File: src/rtl/jtag_seq_pkg.sv
// Shared definitions for the JTAG nibble sequencer: nibble bit positions and FSM states.
package jtag_seq_pkg;

    localparam int unsigned NIB_EXEC = 3;
    localparam int unsigned NIB_CAP  = 2;
    localparam int unsigned NIB_TMS  = 1;
    localparam int unsigned NIB_TDI  = 0;

    typedef enum logic [1:0] {
        ST_IDLE = 2'd0,
        ST_LOW  = 2'd1,
        ST_HIGH = 2'd2
    } state_t;

endpackage

File: src/rtl/jtag_nibble_sequencer_tck_halfper_counter.sv
// TCK half-period down-counter: load, decrement toward zero, zero flag.
module tck_halfper_counter #(
    parameter int DIV_W = 8
) (
    input  logic             clk,
    input  logic             reset,
    input  logic             load,
    input  logic [DIV_W-1:0] load_val,
    input  logic             dec,
    output logic             zero
);

    logic [DIV_W-1:0] cnt;

    // NOTE: registers use non-blocking assignments so every flop samples pre-edge values.
    always_ff @(posedge clk) begin
        if (reset) begin
            cnt <= '0;
        end else if (load) begin
            cnt <= load_val;
        end else if (dec && (cnt != '0)) begin
            cnt <= cnt - 1'b1;
        end
    end

    assign zero = (cnt == '0);

endmodule

File: src/rtl/jtag_nibble_sequencer.sv
// Turns command bytes (two nibble commands, low first) into TCK periods on tck/tms/tdi
// and returns sampled tdo as single-cycle pulses.
module jtag_nibble_sequencer
    import jtag_seq_pkg::*;
#(
    parameter int DIV_W = 8
) (
    input  logic             clk,
    input  logic             reset,
    input  logic [7:0]       in_data,
    input  logic             in_valid,
    output logic             in_ready,
    input  logic [DIV_W-1:0] clk_div,
    output logic             tck,
    output logic             tms,
    output logic             tdi,
    input  logic             tdo,
    output logic             cap_valid,
    output logic             cap_bit,
    output logic             busy
);

    state_t           state;
    logic [7:0]       byte_q;
    logic [DIV_W-1:0] div_q;
    logic             nib_sel;

    logic [3:0] lo_in, hi_in, hi_nib, cur_nib;
    logic       accept;
    logic       cnt_load, cnt_dec, cnt_zero;
    logic [DIV_W-1:0] cnt_val;

    assign lo_in   = in_data[3:0];
    assign hi_in   = in_data[7:4];
    assign hi_nib  = byte_q[7:4];
    assign cur_nib = nib_sel ? byte_q[7:4] : byte_q[3:0];
    assign accept  = (state == ST_IDLE) && in_valid && in_ready;
    assign busy    = (state != ST_IDLE);

    // NOTE: every always_comb output gets a default first so no latch is inferred.
    always_comb begin
        cnt_load = 1'b0;
        cnt_dec  = 1'b0;
        cnt_val  = div_q;
        case (state)
            ST_IDLE: begin
                // div_q is being written on this edge, so load straight from the port.
                cnt_val  = clk_div;
                cnt_load = accept && (lo_in[NIB_EXEC] || hi_in[NIB_EXEC]);
            end
            default: begin
                cnt_dec  = 1'b1;
                cnt_load = cnt_zero;
            end
        endcase
    end

    tck_halfper_counter #(
        .DIV_W (DIV_W)
    ) u_halfper (
        .clk      (clk),
        .reset    (reset),
        .load     (cnt_load),
        .load_val (cnt_val),
        .dec      (cnt_dec),
        .zero     (cnt_zero)
    );

    // NOTE: only control/output flops need reset values; byte_q and div_q are cleared too
    // since they are cheap, but nothing depends on them before the first accept.
    always_ff @(posedge clk) begin
        if (reset) begin
            state     <= ST_IDLE;
            byte_q    <= '0;
            div_q     <= '0;
            nib_sel   <= 1'b0;
            in_ready  <= 1'b0;
            tck       <= 1'b0;
            tms       <= 1'b1;
            tdi       <= 1'b0;
            cap_valid <= 1'b0;
            cap_bit   <= 1'b0;
        end else begin
            cap_valid <= 1'b0;
            case (state)
                ST_IDLE: begin
                    tck      <= 1'b0;
                    in_ready <= 1'b1;
                    if (accept) begin
                        byte_q <= in_data;
                        div_q  <= clk_div;
                        if (lo_in[NIB_EXEC]) begin
                            nib_sel  <= 1'b0;
                            tms      <= lo_in[NIB_TMS];
                            tdi      <= lo_in[NIB_TDI];
                            in_ready <= 1'b0;
                            state    <= ST_LOW;
                        end else if (hi_in[NIB_EXEC]) begin
                            nib_sel  <= 1'b1;
                            tms      <= hi_in[NIB_TMS];
                            tdi      <= hi_in[NIB_TDI];
                            in_ready <= 1'b0;
                            state    <= ST_LOW;
                        end
                    end
                end
                ST_LOW: begin
                    if (cnt_zero) begin
                        tck       <= 1'b1;
                        cap_bit   <= tdo;
                        cap_valid <= cur_nib[NIB_CAP];
                        state     <= ST_HIGH;
                    end
                end
                ST_HIGH: begin
                    if (cnt_zero) begin
                        tck <= 1'b0;
                        if (!nib_sel && hi_nib[NIB_EXEC]) begin
                            nib_sel <= 1'b1;
                            tms     <= hi_nib[NIB_TMS];
                            tdi     <= hi_nib[NIB_TDI];
                            state   <= ST_LOW;
                        end else begin
                            in_ready <= 1'b1;
                            state    <= ST_IDLE;
                        end
                    end
                end
                default: begin
                    state <= ST_IDLE;
                end
            endcase
        end
    end

endmodule

File: config.mk
export PLATFORM = sky130hd
export DESIGN_NAME = jtag_nibble_sequencer
export DESIGN_NICKNAME = d
export VERILOG_FILES = /design/src/rtl/jtag_seq_pkg.sv /design/src/rtl/jtag_nibble_sequencer_tck_halfper_counter.sv /design/src/rtl/jtag_nibble_sequencer.sv
export SDC_FILE = /design/constraint.sdc
export NUM_CORES = 1
export LEC_CHECK = 0
export CORE_ASPECT_RATIO = 0.7
export CORE_MARGIN = 5
export CORE_UTILIZATION = 45
export CTS_CLUSTER_DIAMETER = 150
export DETAILED_ROUTE_END_ITERATION = 6
export PLACE_DENSITY = 0.7
export RECOVER_POWER = 25
export SYNTH_ARGS = -nofsm -noshare
export SYNTH_HDL_FRONTEND = slang
export SYNTH_SLANG_ARGS = --single-unit
export TNS_END_PERCENT = 5
File: constraint.sdc
create_clock -name clk -period 3.95 [get_ports clk]
set_clock_uncertainty 0.1 [all_clocks]
set_input_delay 0.79 -clock clk [delete_from_list [all_inputs] [get_ports clk]]
set_output_delay 0.79 -clock clk [all_outputs]
set_load 0.05 [all_outputs]
# After elaboration in Yosys (flattened, before gate mapping)
# Cells that the tools add are included.
[classes]
n_addsub = 1
n_eq_ne = 8
n_mux = 40
bitwise_logic = 2
reduce_logical = 21
[op_table]
columns = ["op", "n"]
rows = [
  ["1-bit 2-to-1 mux", 25],
  ["8-bit 2-to-1 mux", 3],
  ["2-bit 2-to-1 mux", 5],
  ["2-bit != test (second input constant)", 5],
  ["8-bit logical NOT", 1],
  ["1-bit case mux with 2 select lines", 4],
  ["8-bit nonzero test", 1],
  ["8-bit by 1-bit subtractor with 8-bit output (second input constant)", 1],
  ["2-bit case mux with 3 select lines", 1],
  ["3-bit AND reduction", 2],
  ["2-bit nonzero test", 3],
  ["1-bit logical AND", 5],
  ["5-bit AND reduction", 1],
  ["2-bit AND reduction", 2],
  ["4-bit AND reduction", 1],
  ["3-bit 2-to-1 mux", 1],
  ["3-bit != test (second input constant)", 1],
  ["1-bit case mux with 3 select lines", 1],
  ["3-bit nonzero test", 1],
  ["3-bit OR reduction", 1],
  ["2-bit by 1-bit equality test with 1-bit output (second input constant)", 1],
  ["2-bit equality test (second input constant)", 1],
  ["2-bit logical NOT", 1],
  ["1-bit NOT", 2],
  ["2 further kinds", 2],
]
[word_totals]
register_bits = 33
inputBits = 20
wordCells = 83

# Longest topological paths before layout
[logic_depth]
ltp_word = 6
depth_mapped = 8

# Cells and area by module
# Synthesis repeated with hierarchy kept, for this count alone.
[unflattened]
cells_unflattened = 175
area_unflattened_um2 = 1534.0
[modules_own_cells]
columns = ["mod", "instances", "cells_each", "area_each_um2"]
rows = [
  ["jtag_nibble_sequencer", 1, 116, 1018.5],
  ["tck_halfper_counter", 1, 59, 515.5],
]

# Least setup slack after synthesis
# OpenSTA, ideal clock, no wires.
[synth_timing]
path_type = "register to output"
startpoint = "reg state[0]"
endpoint = "out busy"
t_arrival_ps = 1192
required_ps = 3060
slack_ps = 1868
path_stages_with_launch = 5
cell_sequence = "dfxtp_1 -> buf_2 -> nor2_1 -> inv_1 -> clkbuf_1"
[synth_between]
elab_chain_cells = 1
[synth_rtl]
columns = ["item", "line", "source"]
rows = [
  ["start, declared", "jtag_nibble_sequencer.sv:23", "state_t state;"],
  ["start signal, assigned", "jtag_nibble_sequencer.sv:73", "state <= ST_IDLE;"],
  ["start signal, assigned", "jtag_nibble_sequencer.sv:97", "state <= ST_LOW;"],
  ["start signal, assigned", "jtag_nibble_sequencer.sv:103", "state <= ST_LOW;"],
  ["2-bit nonzero test", "jtag_nibble_sequencer.sv:38", "assign busy = (state != ST_IDLE);"],
  ["end, declared", "jtag_nibble_sequencer.sv:20", "output logic busy"],
]
# No other way between the ends.

# Worst setup path in the final report
[layout_timing]
startpoint = "reg u_halfper.cnt[0]"
endpoint = "reg u_halfper.cnt[3]"
[layout_between]
elab_chain_cells = 3
elab_cells_between_ends = 8
[layout_rtl]
columns = ["item", "line", "source"]
rows = [
  ["start, declared", "jtag_nibble_sequencer_tck_halfper_counter.sv:13", "logic [DIV_W-1:0] cnt;"],
  ["start signal, assigned", "jtag_nibble_sequencer_tck_halfper_counter.sv:20", "cnt <= load_val;"],
  ["start signal, assigned", "jtag_nibble_sequencer_tck_halfper_counter.sv:22", "cnt <= cnt - 1'b1;"],
  ["8-bit by 1-bit subtractor with 8-bit output, or another cell as far along", "jtag_nibble_sequencer_tck_halfper_counter.sv:22", ""],
  ["8-bit 2-to-1 mux, or another cell as far along", "jtag_nibble_sequencer_tck_halfper_counter.sv:21", "end else if (dec && (cnt != '0)) begin"],
  ["8-bit 2-to-1 mux or 2-bit nonzero test (tied branches)", "-", ""],
]
# Parallel ways exist; a longest one is shown, timed or not. The select of a mux whose other input is x is not followed.
# A chain may end at the register's enable or synchronous reset.

==> impl_results.md <==
- Synth Instances: 187
- Final setup TNS: 0 ps
- Max Freq: 0.3193 GHz
- Final Hold Fails: 0
- DR vias/cell: 5.732
- Distinct cells, synth: 37
- H-tree levels: 2
- Final min period: 3132 ps
- Yosys top cell by area: dfxtp_1
- Die span in y: 57.70 µm
- YS warnings: 0
- Vias after detailed routing: 1,433
- Critical path arrival: around 3200 ps
- NumNets Final: 235
- N_diodes: 0
- Asr flop ratio synth: 0%
- Area delta synth->final: 24.12%
- EDFF count, synth: 0
- Port bufs: 26
- Clock buffer count from CTS: 5
- Power per cell area: 804.9 mW/mm²
- Flops & latches, synth: 30
- Worst-path clk slew: 60 ps
- CTS Hold Bufs: 0
- Area contributors post-synth: dfxtp_1 (41%), nand2_1 (11%), a21oi_1 (9.2%)
- CP Class: reg -> reg
- Core area: 0.003148 mm²
- Slack of the critical path: 817.8 ps
- Ys flop type: dfxtp_1
- Setup slack at placement: 1207 ps
- Hold crit path type: reg -> reg
- Chip width: 78.14 µm
- Hpwl dp: around 2800 µm
- Initial detailed-routing violation count: a little under 200
- Register area share after synthesis: 41.06%
- Synthesized area per cell: 7.822 µm²
- Hold Path Cell Cnt: 2
- Mapped Area: ~0.0015 mm²
- First-pass GRT wire length: ~6500 µm
- Gpl congestion: 0.8425
- Post-CTS setup buffer count: 0
- Global route overflow: 0
- Top-area cell type share of the netlist area: between 40% and 50%
- Crit Path Max Fanout: 9
- Rows: 17
- Area of the die: approximately 0.0045 mm²
- First drt pass iteration count: 5
- Outcome: finished, final reports clean
- Routed wire length: 3955 µm
- Post_cts resized: 0
- Vias in the first global route: 1,324
- Effective utilization at floorplan: 46.46%
- Synth cell count leaders: nand2_1 (44), dfxtp_1 (30), a21oi_1 (27)
- Clock latency on the worst-skew pair: 290 ps
- ANT nets after route: 0
- Syn Nets: ~210
- Rel. slew slack: about a tenth
- Clock sink count: 30
- Remaining DRCs: 0
- RSZ-0062 raised after global routing: false
- I/O Pins: 27
- CTS tree: yes
- Initial antenna violation count: 0
- Crit. End Element: flop
- Worst path required time: 4030 ps
- Total track usage: 18.63%
- Slew @ Worst Pin: around 1300 ps
- Final period utilization: between 70% and 80%
- Largest net degree at the start of global routing: 15
- Routed length per instance: 15.82 µm
- Most frequent cell after synthesis: nand2_1
- Worst reg2reg path depth: 7
- Longest Clk Path Bufs: 2
- Slew Limit Fails: 0
- Worst vdd ir: 0.0003099 V
- Number of setup violations in the final report: 0
- Leakage power: 0.6574 nW
- Maxcap violations: 0
- Clk Tree Root Cell: clkbuf_8
- Critical Path Source Type: flop
- Layout cells sized above 1: 5.189%
[worst max-delay path: stages (launching register included)]
cell and delay [ps]:
dfxtp_1 350, inv_1 100, ha_1 200, nor4b_1 1080
nand2_1 520, nand2_1 270, o21ai_0 110, a32o_1 300
[cell type report]
class / instances / area (µm²)
multi-input cells: 143 / 790.8
repair buffers: 28 / 275.3
flip-flops and latches: 30 / 600.6
fillers: 293 / 1333
clock buffers: 6 / 82.58
inverters: 5 / 18.77
well taps: 38 / 47.55
[kinds of logic after synthesis]
kind of cell    count (synthesis)  synth area share [%]
buf+inv                        14                 3.849
fa+ha+maj                       2                 1.711
simple gates                   85                 27.80
compound gates                 52                 22.84
mux                             4                 2.737
flops                          30                 41.06
[stage by stage]
stage / area (µm²) / std cells / total power [mW] / hold WS, ps / util [%]
2_1_floorplan: 1463 / 187 / 1.023 / 333.2 / -
4_1_cts: 1831 / 250 / 1.472 / 355.6 / 58.15
6_report: 1815 / 250 / 1.461 / 353.3 / 57.67
5_1_grt: 1815 / 250 / 1.565 / 372.2 / 57.67
3_3_place_gp: 1748 / 244 / 1.198 / 345.4 / 55.52
3_5_place_dp: 1748 / 244 / 1.222 / 347.5 / 55.52
[sequential cells by signal (all words and copies together), names as in the netlist, 2 cells and up]
signal,flops
div_q,8
u_halfper.cnt,8
byte_q,5
state,2
[where the power goes]
group          total (mW)  internal (mW)  switching, mW
clock network       0.246          0.134          0.112
registers           0.469          0.383         0.0867
logic               0.745          0.263          0.482
total                1.46          0.780          0.681
[final timing paths]
check	startpoint	endpoint	slack (ps)
hold reg to reg	byte_q[2]$_SDFFE_PP0P_	byte_q[2]$_SDFFE_PP0P_	350
setup reg to reg	u_halfper.cnt[0]$_SDFFE_PP0P_	u_halfper.cnt[3]$_SDFFE_PP0P_	820
hold / removal	byte_q[2]$_SDFFE_PP0P_	byte_q[2]$_SDFFE_PP0P_	350
setup / recovery	u_halfper.cnt[0]$_SDFFE_PP0P_	u_halfper.cnt[3]$_SDFFE_PP0P_	820
[per-layer routing]
layer / track usage, % / share of wire, %
met3: 4.658 / 8.2
met5: 0 / 0
met1: 25.16 / 47
met4: 11.22 / 2.2
met2: 26.83 / 43
[cell usage in the layout (no fill, tap or decap)]
cell type / n
nand2_1: 44
dfxtp_1: 30
a21oi_1: 27
clkdlybuf4s50_1: 24
nor2_1: 11
nand3_1: 8
nor3_1: 6
clkbuf_8: 6
inv_1: 5
nand4_1: 5
o21ai_0: 4
mux2i_1: 4
a211o_1: 3
nand4b_1: 2
o21a_1: 2
nand2b_1: 2
o211ai_1: 2
o2111a_1: 2
nand3b_1: 2
a31oi_1: 2
ha_1: 2
dlygate4sd3_1: 2
buf_4: 2
nor3_2: 1
nor4b_1: 1
o21ai_1: 1
or4_1: 1
a311o_1: 1
a32o_1: 1
a211oi_1: 1
a31o_1: 1
a221oi_1: 1
nor4_1: 1
a2111oi_1: 1
o21bai_1: 1
o2111ai_1: 1
or2_2: 1
o221a_2: 1
Power figures use the tool's default switching activity.
